<file path="src/rtl/booth_mul_scheduler_if.sv">
// Request/response bundle for booth_mul_scheduler.
// master: requesters and response consumer. slave: the scheduler.
`timescale 1ns/1ps
interface booth_mul_scheduler_if #(
  parameter int REQ_N = 2,
  parameter int ID_W  = 1
);
  logic [REQ_N-1:0]   req_valid;
  logic [REQ_N*8-1:0] req_a;
  logic [REQ_N*8-1:0] req_b;
  logic [REQ_N-1:0]   req_ready;
  logic               rsp_valid;
  logic               rsp_ready;
  logic [ID_W-1:0]    rsp_id;
  logic [15:0]        rsp_data;
  logic               rsp_err;

  modport master (
    output req_valid, req_a, req_b, rsp_ready,
    input  req_ready, rsp_valid, rsp_id, rsp_data, rsp_err
  );

  modport slave (
    input  req_valid, req_a, req_b, rsp_ready,
    output req_ready, rsp_valid, rsp_id, rsp_data, rsp_err
  );
endinterface

</file>
<file path="src/rtl/booth_mul_scheduler.sv">
// booth_mul_scheduler: round-robin arbiter sharing one radix-4 Booth multiplier
// between REQ_N requesters. Loads multiplicand then multiplier on inbus over two
// cycles, waits for end_op and returns the signed product with the requester id.
// Optional feature macro: MUL_TIMEOUT_EN (WAIT-state watchdog, error response).
// The integrator ties the multiplier's rst_b to ~rst.
`timescale 1ns/1ps
module booth_mul_scheduler #(
  parameter int REQ_N       = 2,
  parameter int ID_W        = 1,
  parameter int TIMEOUT_CYC = 64
) (
  input  logic                  clk,
  input  logic                  rst,
  booth_mul_scheduler_if.slave  bus,
  output logic                  mul_begin,
  output logic [7:0]            mul_inbus,
  input  logic                  mul_end_op,
  input  logic [15:0]           mul_outbus
);

  typedef enum logic [2:0] {IDLE, SEND_M, SEND_Q, WAIT, RESP} state_t;

  state_t          state_reg, state_next;
  logic [ID_W-1:0] rr_ptr_reg, cur_id_reg, rsp_id_reg;
  logic [7:0]      op_a_reg, op_b_reg;
  logic [15:0]     rsp_data_reg;
  logic            grant_found;
  logic [ID_W-1:0] grant_idx, cand;
  logic            wait_timeout;
  logic            wait_done;
  logic [7:0]      req_a_arr [REQ_N];
  logic [7:0]      req_b_arr [REQ_N];

  // Split the flat operand buses into per-requester bytes and form the accept pulses
  for (genvar gi = 0; gi < REQ_N; gi++) begin : g_req
    assign req_a_arr[gi]     = bus.req_a[8*gi +: 8];
    assign req_b_arr[gi]     = bus.req_b[8*gi +: 8];
    assign bus.req_ready[gi] = !rst && (state_reg == IDLE) && grant_found &&
                               (grant_idx == ID_W'(gi));
  end

  // Round-robin pick: first valid requester searching upward from rr_ptr+1.
  // Iterating from the farthest offset down lets the nearest one win.
  always_comb begin
    grant_found = 1'b0;
    grant_idx   = '0;
    cand        = '0;
    for (int k = REQ_N; k >= 1; k--) begin
      cand = ID_W'((int'(rr_ptr_reg) + k) % REQ_N);
      if (bus.req_valid[cand]) begin
        grant_found = 1'b1;
        grant_idx   = cand;
      end
    end
  end

  assign wait_done = (state_reg == WAIT) && (mul_end_op || wait_timeout);

  // State register
  always_ff @(posedge clk) begin
    if (rst) state_reg <= IDLE;
    else     state_reg <= state_next;
  end

  // Next state and state-decoded outputs; outputs held low while rst is high
  always_comb begin
    state_next    = state_reg;
    mul_begin     = 1'b0;
    mul_inbus     = '0;
    bus.rsp_valid = 1'b0;
    case (state_reg)
      IDLE:   if (grant_found) state_next = SEND_M;
      SEND_M: begin
        mul_begin  = 1'b1;
        mul_inbus  = op_a_reg;
        state_next = SEND_Q;
      end
      SEND_Q: begin
        mul_inbus  = op_b_reg;
        state_next = WAIT;
      end
      WAIT:   if (mul_end_op || wait_timeout) state_next = RESP;
      RESP: begin
        bus.rsp_valid = 1'b1;
        if (bus.rsp_ready) state_next = IDLE;
      end
      default: state_next = IDLE;
    endcase
    if (rst) begin
      mul_begin     = 1'b0;
      mul_inbus     = '0;
      bus.rsp_valid = 1'b0;
    end
  end

  // Operand latch on grant, response capture when the multiplier finishes
  always_ff @(posedge clk) begin
    if (rst) begin
      rr_ptr_reg   <= ID_W'(REQ_N - 1);
      cur_id_reg   <= '0;
      op_a_reg     <= '0;
      op_b_reg     <= '0;
      rsp_id_reg   <= '0;
      rsp_data_reg <= '0;
    end else begin
      if (state_reg == IDLE && grant_found) begin
        rr_ptr_reg <= grant_idx;
        cur_id_reg <= grant_idx;
        op_a_reg   <= req_a_arr[grant_idx];
        op_b_reg   <= req_b_arr[grant_idx];
      end
      if (wait_done) begin
        rsp_id_reg   <= cur_id_reg;
        rsp_data_reg <= mul_end_op ? mul_outbus : 16'h0000;
      end
    end
  end

  assign bus.rsp_id   = rsp_id_reg;
  assign bus.rsp_data = rsp_data_reg;

`ifdef MUL_TIMEOUT_EN
  logic [7:0] wdog_reg;
  logic       rsp_err_reg;

  assign wait_timeout = !mul_end_op && (wdog_reg == 8'(TIMEOUT_CYC - 1));

  // Watchdog counts WAIT cycles; held at zero elsewhere so it restarts on entry
  always_ff @(posedge clk) begin
    if (rst)                    wdog_reg <= '0;
    else if (state_reg != WAIT) wdog_reg <= '0;
    else                        wdog_reg <= wdog_reg + 8'd1;
  end

  // Error flag marks a response produced by the watchdog instead of end_op
  always_ff @(posedge clk) begin
    if (rst)            rsp_err_reg <= 1'b0;
    else if (wait_done) rsp_err_reg <= !mul_end_op;
  end

  assign bus.rsp_err = rsp_err_reg;
`else
  assign wait_timeout = 1'b0;
  assign bus.rsp_err  = 1'b0;
`endif

endmodule

</file>
<file path="src/flat_wrapper.sv">
// flat-port wrapper written by rule: the top's interface ports become plain ports
module booth_mul_scheduler_flat 
#(
  parameter int REQ_N       = 2,
  parameter int ID_W        = 1,
  parameter int TIMEOUT_CYC = 64
)
  (clk, rst, mul_begin, mul_inbus, mul_end_op, mul_outbus, bus_req_valid, bus_req_a, bus_req_b, bus_rsp_ready, bus_req_ready, bus_rsp_valid, bus_rsp_id, bus_rsp_data, bus_rsp_err);
  booth_mul_scheduler_if #(.REQ_N(REQ_N), .ID_W(ID_W)) bus_i ();
  input  logic clk;
  input  logic rst;
  output logic mul_begin;
  output logic [7:0] mul_inbus;
  input  logic mul_end_op;
  input  logic [15:0] mul_outbus;
  input wire logic [$bits(bus_i.req_valid)-1:0] bus_req_valid;
  input wire logic [$bits(bus_i.req_a)-1:0] bus_req_a;
  input wire logic [$bits(bus_i.req_b)-1:0] bus_req_b;
  input wire logic [$bits(bus_i.rsp_ready)-1:0] bus_rsp_ready;
  output wire logic [$bits(bus_i.req_ready)-1:0] bus_req_ready;
  output wire logic [$bits(bus_i.rsp_valid)-1:0] bus_rsp_valid;
  output wire logic [$bits(bus_i.rsp_id)-1:0] bus_rsp_id;
  output wire logic [$bits(bus_i.rsp_data)-1:0] bus_rsp_data;
  output wire logic [$bits(bus_i.rsp_err)-1:0] bus_rsp_err;
  assign bus_i.req_valid = bus_req_valid;
  assign bus_i.req_a = bus_req_a;
  assign bus_i.req_b = bus_req_b;
  assign bus_i.rsp_ready = bus_rsp_ready;
  assign bus_req_ready = bus_i.req_ready;
  assign bus_rsp_valid = bus_i.rsp_valid;
  assign bus_rsp_id = bus_i.rsp_id;
  assign bus_rsp_data = bus_i.rsp_data;
  assign bus_rsp_err = bus_i.rsp_err;
  booth_mul_scheduler #(.REQ_N(REQ_N), .ID_W(ID_W), .TIMEOUT_CYC(TIMEOUT_CYC)) u_core (.clk(clk), .rst(rst), .bus(bus_i), .mul_begin(mul_begin), .mul_inbus(mul_inbus), .mul_end_op(mul_end_op), .mul_outbus(mul_outbus));
endmodule
</file>
<file path="config.mk">
export PLATFORM = sky130hd
export DESIGN_NAME = booth_mul_scheduler_flat
export DESIGN_NICKNAME = d
export VERILOG_FILES = /design/src/rtl/booth_mul_scheduler_if.sv /design/src/rtl/booth_mul_scheduler.sv /design/src/flat_wrapper.sv
export SDC_FILE = /design/constraint.sdc
export NUM_CORES = 1
export LEC_CHECK = 0
export ABC_CLOCK_PERIOD_IN_PS = 3130
export CAP_MARGIN = 20
export CORE_ASPECT_RATIO = 1.5
export CORE_MARGIN = 2
export CORE_UTILIZATION = 43
export DETAILED_ROUTE_END_ITERATION = 16
export PLACE_DENSITY = 0.84
export RECOVER_POWER = 25
export SYNTH_ARGS = -nofsm -noshare
export SYNTH_HDL_FRONTEND = slang
export SYNTH_SLANG_ARGS = --single-unit
</file>
<file path="constraint.sdc">
create_clock -name clk -period 3.13 [get_ports clk]
set_input_delay 0.313 -clock clk [delete_from_list [all_inputs] [get_ports clk]]
set_output_delay 0.313 -clock clk [all_outputs]
set_load 0.1 [all_outputs]
</file>
# Yosys cells after proc, flatten, opt, wreduce, memory -nomap -nowiden
# Index checks and enable logic that the tools add are counted.
# Widths: inputs -> output; s select.
[word_totals] ff_bits=38 latchBits=0 ramBits=0 mem_bits_ro=0 output_inout_bits=30 memories=0
[op_classes] n_addsub=2 mul=0 n_div=0 magnitude_cmp=3 n_eq_ne=7 shifts=0 n_mux=25 bitwise_logic=2 n_reduce_logical=9
[op_table] op="$mux 8" n=7
[op_table] op="$mux 16" n=1
[op_table] op="$pmux 8 s2" n=1
[op_table] op="$pmux 3 s5" n=1
[op_table] op="$mux 1" n=12
[op_table] op="$mux 3" n=3
[op_table] op="$eq 3x2->1 const B" n=2
[op_table] op="$logic_and 1x1->1" n=6
[op_table] op="$lt 1x2->1 const B" n=2
[op_table] op="$ne 2x2->1 const B" n=2
[op_table] op="$eq 3x1->1 const B" n=1
[op_table] op="$eq 3x3->1 const B" n=1
[op_table] op="$logic_not 3->1" n=1
[op_table] op="$reduce_and 3->1" n=1
[op_table] op="$add 1x1->1 const B" n=2
[op_table] op="$ge 2x2->1 const B" n=1
[op_table] op="$ne 2x1->1 const B" n=1
[op_table] op="$not 1->2" n=1
[op_table] op="$logic_not 1->1" n=1
[op_table] op="$not 1->1" n=1

# Logic depth before layout (Yosys ltp)
# Gate-level depths: netlist of the first run.
[logic_depth] ltp_word=9 ltp_mapped=6 depth_no_buf=3

# Worst setup path before layout of the first run
# No wires, ideal clock.
[synth_timing] kind="flip-flop to output port" start="register u_core.state_reg[0]" end="output port bus_rsp_valid" arrival_ps=3634 t_required_ps=2817 path_slack_ps=-817 path_stages_with_launch=3 path_cell_list="dfxtp_1 clkbuf_1 nor4b_1"
[synth_via] elab_chain_cells=3
[synth_rtl] item="start: declaration" line_no="booth_mul_scheduler.sv:23" text="state_t state_reg, state_next;"
[synth_rtl] item="start signal: assignment" line_no="booth_mul_scheduler.sv:62" text="else state_reg <= state_next;"
[synth_rtl] item="$eq 3x3->1" line_no="booth_mul_scheduler.sv:71" text="case (state_reg)"
[synth_rtl] item="$mux 1" line_no="booth_mul_scheduler.sv:71"
[synth_rtl] item="$mux 1" line_no="booth_mul_scheduler.sv:89" text="if (rst) begin"
[synth_rtl] item="end: declaration" line_no="flat_wrapper.sv:21" text="output wire logic [$bits(bus_i.rsp_valid)-1:0] bus_rsp_valid;"
# Every way passes these cells.

# Worst setup path after layout of the first run
[layout_timing] start="input port rst" end="output port mul_inbus[0]"
[layout_via] elab_chain_cells=1
[layout_rtl] item="start: declaration" line_no="flat_wrapper.sv:11" text="input logic rst;"
[layout_rtl] item="$mux 8" line_no="booth_mul_scheduler.sv:89"
[layout_rtl] item="end: declaration" line_no="flat_wrapper.sv:13" text="output logic [7:0] mul_inbus;"
# Every way passes these cells.

==> results of run 1 <==
-- layer usage --
layer  share of wire [%]  wire length [µm]  up-vias  GRT usage (%)
met5                   0                 0        -              0
met3                 7.9               350        2           5.51
met4                0.56                25        0           6.19
met2                  55              2440       82           39.4
met1                  37              1630      786           19.9
li1                    -                 -      873              -
-- through the flow --
step	instances	power, mW	cell area [µm²]	hold WS [ps]
2_1_floorplan	218	0.790	1750	432
5_1_grt	336	1.49	2810	472
3_5_place_dp	328	0.925	2660	446
3_3_place_gp	328	0.919	2660	442
4_1_cts	336	1.43	2810	456
6_report	336	1.43	2810	452
-- layout make-up --
cell class                      count  area [µm²]
Timing Repair Buffer               84         956
Clock inverter                      2        60.1
Inverter                           32         120
Multi-Input combinational cell    129         769
Tap cell                           45        56.3
Clock buffer                        6        82.6
Sequential cell                    38         761
Fill cell                         306        1120
-- power by group --
part           internal (mW)  switching [mW]
logic                  0.155           0.197
clock network          0.340           0.172
registers              0.530          0.0337
-- Yosys cell counts (2+ instances only) --
master	n	area, µm²
a21oi_1	20	100
a222oi_1	16	160
a22oi_1	8	60.1
buf_2	3	15.0
buf_6	3	33.8
clkbuf_1	12	45.0
dfxtp_1	38	761
inv_1	32	120
nand2_1	38	143
nand2b_1	17	106
nor2_1	11	41.3
nor2b_1	4	25.0
or2_2	2	12.5
or4b_1	2	20.0
-- cell families (layout without fill, tap and decap cells) --
family	after synthesis	after routing	synth area share (%)
other	1	1	0.215
AOI/OAI and AO/OA	46	46	19.4
buffers and inverters	51	124	12.7
DFF	38	38	43.6
and+or+nand+nor	82	82	24.1
-- critical path: cells and delay by family --
kind	cells	cell delay, ps
simple gates	2	750
buf+inv	2	1020
-- path summary, 6_finish.rpt --
| check | cells after the start | end | slack, ps |
|---|---|---|---|
| setup / recovery | 4 | mul_inbus[0] | 720 |
| hold / removal | 2 | u_core.bus.rsp_data[14] | 450 |
| setup reg to reg | 2 | u_core.state_reg[2] | 1200 |
| hold reg to reg | 2 | u_core.bus.rsp_data[14] | 450 |
==> summary.md, run 1 <==
| Metric | Value |
|---|---|
| Yosys cell types | `26` |
| Area growth syn-to-layout | `60.7%` |
| Total negative slack | `0 ps` |
| Fraction of layout cells with a size suffix above 1 | `8.59%` |
| Number of flops mapped to enable cells by yosys | `0` |
| Final setup violation count | `0` |
| I/O pin cnt | `84` |
| Die area | `0.00460 mm²` |
| Syn. warnings | `0` |
| Max incr delay on CP | `810 ps` |
| Period utilisation layout | `76.9%` |
| Synth Cell Area | `0.00175 mm²` |
| Cells after Synth | `218` |
| Req. time, crit path | `2820 ps` |
| CTS Sinks | `38` |
| Worst-path clk slew | `70 ps` |
| Worst Skew | `3.77 ps` |
| First-pass GRT wire length | `7.27 mm` |
| Tot GR Track Use | `19.9%` |
| RR Startpoint | `u_core.state_reg[1]` |
| Root buf cell | `clkbuf_8` |
| P_leak | `1.12 nW` |
| Net Count, Synth | `272` |
| Worst Hold Launch | `u_core.bus.rsp_data[14]` |
| Core area | `0.00392 mm²` |
| Final slew viol count | `0` |
| Status | `complete, no violations` |
| Most common cell after layout, fill and taps aside | `clkdlybuf4s50_1` |
| Rel. slew slack | `33.7%` |
| Post_cts resized | `0` |
| Final ANT Viol Nets | `0` |
| Htree depth | `2` |
| PD cells | `509 mW/mm²` |
| Setup CP Type | `in -> out` |
| First-pass detailed-route iteration total | `8` |
| Worst setup EP type | `output port` |
| Place WS | `935 ps` |
| Residual DRC | `0` |
| Ant. Diodes | `0` |
| CTS tree | `built` |
| Worst-Margin Slew | `991 ps` |
| Clock Tree Buf Depth | `2` |
| Remaining Overflow, GRT | `0` |
| Iteration-0 DRC Markers | `142` |
| Pin count of the biggest net entering global routing | `30` |
| Post-synth top flop | `dfxtp_1` |
| Initial Util | `44.5%` |
| Hold Buf Count CTS | `0` |
| Skew-Pair Late Insertion Delay | `280 ps` |
| CP Launch Type | `input port` |
| Nets | `344` |
| Core Rows | `28` |
| Detail Placement HPWL | `3.21 mm` |
| Routed WL per cell | `13.2 µm` |
| Port Buffer Count | `82` |
| Max_cap viols | `0` |
| Fin worst setup slack | `724 ps` |
| Crit-path slowest cell | `dlygate4sd3_1` |
| Final Util | `71.5%` |
| Post-synthesis sequential area ratio | `43.6%` |
| Fmax | `416 MHz` |
| Max FFs per register | `16` |
| Die H | `82.0 µm` |
| Vias in the first global route | `1696` |
| Worst path cell trace | `dlygate4sd3_1, or2_0, nor2_1, buf_12` |
| Avg Inst Size Synth | `8.01 µm²` |
| Routed Wire Length | `4.44 mm` |
| Crit path max fanout | `13` |
| Initial antenna violation count | `0` |
| Via-to-Cell Ratio | `5.19` |
| Final Hold Vio Count | `0` |
| Arrival time at the worst endpoint | `2090 ps` |
| Tmin final | `2410 ps` |
| RSZ-0062 raised after global routing | `false` |
| Gpl congestion | `0.761` |
| Asr flop ratio synth | `0%` |
| Maximum vdd drop | `0.419 mV` |
| Routed vias | `1743` |
| Die Width | `56.0 µm` |
| FF+latch count, synth | `38` |
| CP Launch Point | `rst` |
| Post-CTS setup buffer count | `0` |
| Most frequent cells in the layout | `clkdlybuf4s50_1 (69), nand2_1 (38), dfxtp_1 (38)` |
| Worst min path class | `reg -> reg` |
| CTS Buf Count | `5` |
Power figures use the tool's default switching activity.
==> run 2, diff against run 1 <==
Settings changed: ABC_CLOCK_PERIOD_IN_PS 3130 to 2100, CORE_UTILIZATION 43 to 36, PLACE_DENSITY 0.84 to 0.75.
Clock period 3.13 ns to 2.1 ns, I/O delays scaled along.
==> run 2 against run 1 <==
  * Register-to-register slack worse by 960 ps
  * Sequential share of layout area is 0.23 points higher
  * Power up 40%
  * Largest cell class unchanged
==> summary.md, run 2 (synthesized netlist as in run 1, its figures left out) <==
| Metric | Value |
|---|---|
| Tmin final | `1940 ps` |
| Hold Buf Count CTS | `0` |
| Htree depth | `2` |
| CP Launch Point | `u_core.state_reg[0]` |
| First-pass GRT wire length | `7.55 mm` |
| Worst Skew | `7.87 ps` |
| Maximum vdd drop | `0.674 mV` |
| Crit-path slowest cell | `dfxtp_1` |
| Port Buffer Count | `82` |
| Die Width | `60.9 µm` |
| Crit path max fanout | `11` |
| Max_cap viols | `0` |
| Area growth syn-to-layout | `59.4%` |
| Global routing met2 resource utilization | `32.2%` |
| Worst path bufs/invs | `2` |
| Fmax | `515 MHz` |
| Hold Slack | `454 ps` |
| Initial antenna violation count | `0` |
| Final Hold Vio Count | `0` |
| Most Crowded Layer GR | `met2` |
| Detail Placement HPWL | `3.48 mm` |
| Worst flop-to-flop path endpoint | `u_core.op_b_reg[5]` |
| Worst path depth | `5` |
| Vias in the first global route | `1646` |
| Final ANT Viol Nets | `0` |
| Grt met1 use | `21.6%` |
| Pin count of the biggest net entering global routing | `23` |
| P_leak | `1.10 nW` |
| Crit path max-delay family | `flip-flops` |
| Worst-path clk slew | `80 ps` |
| Final Util | `58.8%` |
| Pwr Total | `2.00 mW` |
| Nets | `350` |
| Setup CP Type | `reg -> out` |
| Routed Wire Length | `4.80 mm` |
| Post-CTS setup buffer count | `0` |
| Worst-Margin Slew | `1190 ps` |
| Max incr delay on CP | `580 ps` |
| Period utilisation layout | `92.5%` |
| CTS tree | `built` |
| I/O pin cnt | `84` |
| R2r setup slk | `240 ps` |
| Req. time, crit path | `1890 ps` |
| Status | `complete, no violations` |
| Total negative slack | `0 ps` |
| Fillers | `430` |
| PD cells | `721 mW/mm²` |
| GR met3 Demand/Resource | `4.63%` |
| Final slew viol count | `0` |
| Most common cell after layout, fill and taps aside | `clkdlybuf4s50_1` |
| Post_cts resized | `0` |
| Die area | `0.00543 mm²` |
| Final Cell Area | `0.00278 mm²` |
| CTS Buf Count | `5` |
| Worst setup EP type | `output port` |
| Tot GR Track Use | `18.8%` |
| Iteration-0 DRC Markers | `123` |
| Rel. slew slack | `21.1%` |
| Worst Setup EP | `mul_inbus[1]` |
| Max FFs per register | `16` |
| Worst min path class | `reg -> reg` |
| Skew-Pair Late Insertion Delay | `290 ps` |
| Core Rows | `31` |
| Fraction of layout cells with a size suffix above 1 | `14.8%` |
| Clock Tree Buf Depth | `2` |
| Die H | `89.3 µm` |
| Routed vias | `1760` |
| Ant. Diodes | `0` |
| Gpl congestion | `0.776` |
| Worst path cell trace | `nor2b_1, buf_4, a22oi_1, nor2_2, buf_12` |
| Arrival time at the worst endpoint | `1730 ps` |
| RR Startpoint | `u_core.state_reg[1]` |
| Routed WL per cell | `13.2 µm` |
| First-pass detailed-route iteration total | `5` |
| CP Launch Type | `register` |
| Residual DRC | `0` |
| Cell Area, Placed | `0.00273 mm²` |
| Remaining Overflow, GRT | `0` |
| Most frequent cells in the layout | `clkdlybuf4s50_1 (53), nand2_1 (38), dfxtp_1 (38)` |
| RSZ-0062 raised after global routing | `false` |
| Final setup violation count | `0` |
| CTS Sinks | `38` |
| Initial Util | `36.9%` |
| Via-to-Cell Ratio | `4.85` |
| R2r worst-path depth | `3` |
| Core area | `0.00473 mm²` |
| Root buf cell | `clkbuf_8` |
-- run 2: worst min-delay path by stage --
stage / cells past startpoint / to / slack [ps] / startpoint
2_1_floorplan: 2 / u_core.bus.rsp_data[0] / 350 / mul_outbus[0]
3_3_place_gp: 2 / u_core.bus.rsp_id / 440 / u_core.cur_id_reg
3_5_place_dp: 2 / u_core.bus.rsp_id / 450 / u_core.cur_id_reg
4_1_cts: 2 / u_core.bus.rsp_id / 450 / u_core.cur_id_reg
5_1_grt: 3 / u_core.bus.rsp_data[14] / 460 / mul_outbus[14]
6_report: 2 / u_core.bus.rsp_data[15] / 450 / u_core.bus.rsp_data[15]
-- run 2: worst reg2reg max path, stage by stage, from the launching register on --
cell and delay, ps:
dfxtp_1 440, nor3_4 300, or3b_1 630, a222oi_1 370
-- run 2: routing by layer --
layer | vias to the layer above | wire length (µm)
li1 | 885 | -
met1 | 808 | 1840
met2 | 56 | 2610
met3 | 11 | 226
met4 | 0 | 130
met5 | - | 0
-- run 2: final cells by class --
cell class / count / area, µm² / area share [%]
multi-input combinational: 129 / 811 / 29.1
timing repair buffer: 90 / 898 / 32.3
inverter: 32 / 120 / 4.32
clock inverter: 3 / 40.0 / 1.44
sequential: 38 / 761 / 27.4
tap: 66 / 82.6 / 2.97
clock buffer: 5 / 68.8 / 2.47
-- run 2: metrics by stage --
| stage | setup WS, ps | instances |
|---|---|---|
| 3_5_place_dp | 145 | 355 |
| 5_1_grt | 60.6 | 363 |
| 4_1_cts | 141 | 363 |
| 2_1_floorplan | -79.9 | 218 |
| 6_report | 157 | 363 |
| 3_3_place_gp | 206 | 355 |
-- run 2: power breakdown --
part | switching, mW | leakage (nW) | internal (mW)
clock | 0.271 | 0.0579 | 0.350
sequential | 0.0502 | 0.312 | 0.789
combinational | 0.304 | 0.735 | 0.240
